<file path="src/rtl/aes_key_sched_ctrl.sv">
// Iterative AES-128 key expansion: latches a cipher key on start and streams
// round keys 0..10 over valid/ready, using an external shared S-box for SubWord.
module aes_key_sched_ctrl (
  input  logic         clk,
  input  logic         rst_n,
  input  logic         start,
  input  logic [127:0] key_in,
  input  logic         abort,
  output logic [31:0]  sbox_in,
  input  logic [31:0]  sbox_out,
  output logic         rk_valid,
  input  logic         rk_ready,
  output logic [127:0] rk_data,
  output logic [3:0]   rk_index,
  output logic         busy,
  output logic         done
);

  localparam int          NUM_WORDS = 4;
  localparam logic [3:0]  LAST_IDX  = 4'd10;

  typedef enum logic {ST_IDLE, ST_EMIT} state_e;

  state_e       state_q, state_d;
  logic [127:0] rk_data_q, rk_data_d;
  logic [3:0]   rk_index_q, rk_index_d;
  logic         rk_valid_q, rk_valid_d;
  logic         busy_q, busy_d;
  logic         done_q, done_d;

  // Word view of the current key: w_cur[3] is w0 (MSBs), w_cur[0] is w3.
  logic [NUM_WORDS-1:0][31:0] w_cur, w_nxt;
  logic [31:0]                temp;
  logic                       hs;

  function automatic logic [7:0] rcon(input logic [3:0] idx);
    case (idx)
      4'd1:    rcon = 8'h01;
      4'd2:    rcon = 8'h02;
      4'd3:    rcon = 8'h04;
      4'd4:    rcon = 8'h08;
      4'd5:    rcon = 8'h10;
      4'd6:    rcon = 8'h20;
      4'd7:    rcon = 8'h40;
      4'd8:    rcon = 8'h80;
      4'd9:    rcon = 8'h1b;
      4'd10:   rcon = 8'h36;
      default: rcon = 8'h00;
    endcase
  endfunction

  assign w_cur   = rk_data_q;
  assign sbox_in = {w_cur[0][23:0], w_cur[0][31:24]};
  assign temp    = sbox_out ^ {rcon(rk_index_q + 4'd1), 24'h0};
  assign w_nxt[NUM_WORDS-1] = w_cur[NUM_WORDS-1] ^ temp;

  // Each later word chains off the freshly computed word before it.
  for (genvar i = 0; i < NUM_WORDS-1; i++) begin : g_chain
    assign w_nxt[i] = w_cur[i] ^ w_nxt[i+1];
  end

  assign hs = rk_valid_q && rk_ready;

  always_comb begin
    state_d    = state_q;
    rk_data_d  = rk_data_q;
    rk_index_d = rk_index_q;
    rk_valid_d = rk_valid_q;
    busy_d     = busy_q;
    done_d     = 1'b0;
    if (abort) begin
      state_d    = ST_IDLE;
      rk_valid_d = 1'b0;
      busy_d     = 1'b0;
    end else begin
      case (state_q)
        ST_IDLE: begin
          if (start) begin
            state_d    = ST_EMIT;
            rk_data_d  = key_in;
            rk_index_d = 4'd0;
            rk_valid_d = 1'b1;
            busy_d     = 1'b1;
          end
        end
        ST_EMIT: begin
          if (hs) begin
            if (rk_index_q == LAST_IDX) begin
              state_d    = ST_IDLE;
              rk_valid_d = 1'b0;
              busy_d     = 1'b0;
              done_d     = 1'b1;
            end else begin
              rk_data_d  = w_nxt;
              rk_index_d = rk_index_q + 4'd1;
            end
          end
        end
      endcase
    end
  end

  always_ff @(posedge clk or negedge rst_n) begin
    if (!rst_n) begin
      state_q    <= ST_IDLE;
      rk_data_q  <= '0;
      rk_index_q <= '0;
      rk_valid_q <= 1'b0;
      busy_q     <= 1'b0;
      done_q     <= 1'b0;
    end else begin
      state_q    <= state_d;
      rk_data_q  <= rk_data_d;
      rk_index_q <= rk_index_d;
      rk_valid_q <= rk_valid_d;
      busy_q     <= busy_d;
      done_q     <= done_d;
    end
  end

  assign rk_valid = rk_valid_q;
  assign rk_data  = rk_data_q;
  assign rk_index = rk_index_q;
  assign busy     = busy_q;
  assign done     = done_q;

endmodule

</file>
<file path="config.mk">
export PLATFORM = sky130hd
export DESIGN_NAME = aes_key_sched_ctrl
export DESIGN_NICKNAME = d
export VERILOG_FILES = /design/src/rtl/aes_key_sched_ctrl.sv
export SDC_FILE = /design/constraint.sdc
export NUM_CORES = 1
export LEC_CHECK = 0
export ABC_AREA = 1
export BUFFER_PORTS_ARGS = -buffer_cell sky130_fd_sc_hd__buf_4
export CORE_AREA = 2 2 130 132
export CTS_CLUSTER_SIZE = 40
export DETAILED_ROUTE_END_ITERATION = 8
export DIE_AREA = 0 0 132 134
export PLACE_DENSITY_LB_ADDON = 0.3
export SLEW_MARGIN = 10
export SYNTH_ARGS = -nofsm -noshare
export SYNTH_HDL_FRONTEND = slang
export SYNTH_SLANG_ARGS = --single-unit
</file>
<file path="constraint.sdc">
create_clock -name clk -period 5.7 [get_ports clk]
set_input_delay 0.855 -clock clk [delete_from_list [all_inputs] [get_ports clk]]
set_output_delay 0.855 -clock clk [all_outputs]
set_load 0.01 [all_outputs]
</file>
==> flow_summary.toml <==
[finish]
finalInstanceArea_um2 = 10900
diodes = 0
finalNetCount = 1465
fill_cells = 1382
drive_gt1_frac = 0.292
finalNonFillerCells = 1527
area_delta_synth_final_pct = 36.7

[synthesis]
synthFlopType = "dfrtp_1"
synth-xor-area-share = 0.0924
synth-seq-cells = 135
syn-num-nets = 1196
synth_warnings = 0
synth_enable_flop_cells = 0
synthMuxAreaShare = 0.0101
synth_compound_area_frac = 0.145
synthAdderAreaFrac = 0.00944
synth-simple-area-share = 0.227
synth.avg_cell_area_um2 = 7.75
synth_seq_area_share = 0.425
synth_top_family_by_area = "simple AND/OR/NAND/NOR gates"
async_flop_share = 1.00
synthCells = 1025
netlist_area_um2 = 7950
synth.distinct_cells = 32

[run]
max-cap-violations = 0

[drt]
dr_total_vias = 8029
drt_wl_total_mm = 24.1
antenna_left = 0
dr.pass1.iters = 5
drc = 0
via_per_inst = 5.26
drtIter0Drc = 491
wire_per_inst_um = 15.8

[cts]
hold_buffers = 0
cts_setup_buffers = 0
cts_tree = "yes"
clkTransAtPathRegs_ns = 0.06
ctsResizeCount = 0
cts_buffers = 17
cts.sinks = 135
insertion_delay_ns = 0.42
cts_buffer_depth = 2
ctsHtreeMaxLevel = 4
clockRootBuffer = "clkbuf_16"

[global_routing]
grt_max_degree = 102
track_usage = 0.266
grt_pass1_wl_mm = 37.8
first_global_vias = 7526
antenna_found_initial = 0
grt-ovfl-total = 0

[timing]
relSlewSlack = 0.293
worst_slack_ns = 2.41
hold_violations = 0
tightestPinTransition_ns = 1.06
post-route-period-util = 0.578
rsz0062_at_grt = "false"
skew_ns = 0.00934
final.setup.tns_ns = 0
clock.fmax_mhz = 304
finalMaxSlewViolations = 0
setup_viol = 0
fin_crit_ns = 3.29

[placement]
place_area_um2 = 10300
place_congestion = 0.839
dp_slack_ns = 2.44
io_buffers = 331
dp.cells = 1495
post-dp-hpwl_mm = 17.2

[outcome]
status = "finished, final reports clean"

[worst_setup_path]
max_stage_delay_ns = 1.05
cp-start-kind = "flip-flop"
cp_max_fo = 92
cp_cell_sequence = "nor2_1 -> nor2_1 -> nand3_4 -> inv_4 -> buf_4 -> o21ai_0 -> nand2_1 -> nand2_1"
worstSetupEndpointType = "flip-flop"
cp_num_buf_inv = 2
cp.required_ns = 6.01
crit_slowest_cell = "dfrtp_4"
arrival_ns = 3.60
path_class = "flip-flop to flip-flop"
cp_top_family = "buffers and inverters"

[worst_hold_path]
hold_class = "input port to async pin"

[power_and_ir_drop]
pwr-share-seq = 0.338
peakVddDrop_mv = 0.224
power_per_cell_area_nw_per_um2 = 419
p_int_mw = 2.80
power_switching_mw = 1.74
p_leak_nw = 5.56
swShare = 0.383
pwr-share-comb = 0.417
power_frac_clock = 0.245

[die]
io_pins = 332
core.rowCount = 47
die-area_um2 = 17700
core_region_area_um2 = 16300
die_width_um = 132
start_util = 0.488
die_h_um = 134
[flip-flops by register name (all words and copies together), names as in the netlist]
signal,flops
busy,1
done,1
rk_data,128
rk_index,4
state_q,1
[path summary, 6_finish.rpt]
check,from,endpoint,slack [ns],cells past startpoint
worst max-delay path,state_q,rk_data[9],2.41,8
worst min-delay path,rst_n,rk_data[54],0.47,1
worst max register to register,state_q,rk_data[9],2.41,8
worst min register to register,rk_data[85],rk_data[85],0.53,2
max in group asynchronous,rst_n,rk_data[74],4.01,2
min in group clk,rk_data[85],rk_data[85],0.53,2
[cell families (layout without fill, tap and decap cells)]
kind of cell,after synthesis,count (layout)
fa+ha+maj,6,6
simple gates,449,449
compound gates,199,199
xor+xnor,83,83
flops,135,135
buf+inv,145,427
mux,8,8
[per-stage QoR]
step                      power, mW   util  hold WS, ns
after floorplan                2.64      -        0.547
after global placement         3.39  0.630        0.512
after detailed placement       3.44  0.630        0.517
after CTS                      4.57  0.667        0.514
after global routing           4.84  0.667        0.541
final                          4.55  0.667        0.470
[layer usage]
metal,track usage,wire length [µm],part of all wire,vias up
met4,0.102,646,0.027,0
met2,0.459,12000,0.50,309
li1,-,-,-,3875
met1,0.327,9770,0.41,3798
met5,0,0,0,-
met3,0.0593,1640,0.068,47
[cell type report]
type / instances / area [µm²] / share of cell area
Multi-Input combinational cell: 745 / 3860 / 0.355
Sequential cell: 135 / 3380 / 0.311
Timing Repair Buffer: 336 / 2530 / 0.233
Clock buffer: 20 / 457 / 0.0420
Tap cell: 220 / 275 / 0.0253
Inverter: 59 / 224 / 0.0206
Clock inverter: 12 / 139 / 0.0128
[cells in the final DEF, fill, tap and decap left out, types with 6 or more instances in the layout]
cell type and n:
nand2_1 342, buf_4 335, dfrtp_1 134, o21ai_0 105, inv_1 55, xor2_1 51, nand3_1 47, nor2_1 40
o22ai_1 33, xnor2_1 31, o211ai_1 24, a21oi_1 17, clkbuf_16 17, mux2i_1 8, a22oi_1 8, ha_1 6
[synth_stat cells (all sizes together) (6+ instances only)]
library cell | count | share of area
nand2 | 350 | 0.17
dfrtp | 135 | 0.42
o21ai | 105 | 0.066
buf | 63 | 0.051
inv | 59 | 0.028
xor2 | 52 | 0.058
nand3 | 48 | 0.030
nor2 | 40 | 0.019
o22ai | 33 | 0.026
xnor2 | 31 | 0.034
o211ai | 24 | 0.023
clkbuf | 23 | 0.012
a21oi | 17 | 0.011
a22oi | 8 | 0.0076
mux2i | 8 | 0.010
ha | 6 | 0.0094
[power groups by stage]
stage          Clock (mW)  Sequential [mW]  Combinational (mW)
2_1_floorplan           0             1.59                1.05
3_3_place_gp            0             1.54                1.85
3_5_place_dp            0             1.54                1.90
4_1_cts              1.13             1.53                1.91
5_1_grt              1.17             1.57                2.09
6_report             1.11             1.54                1.90
Note: power is estimated with default switching activity, not from simulation.
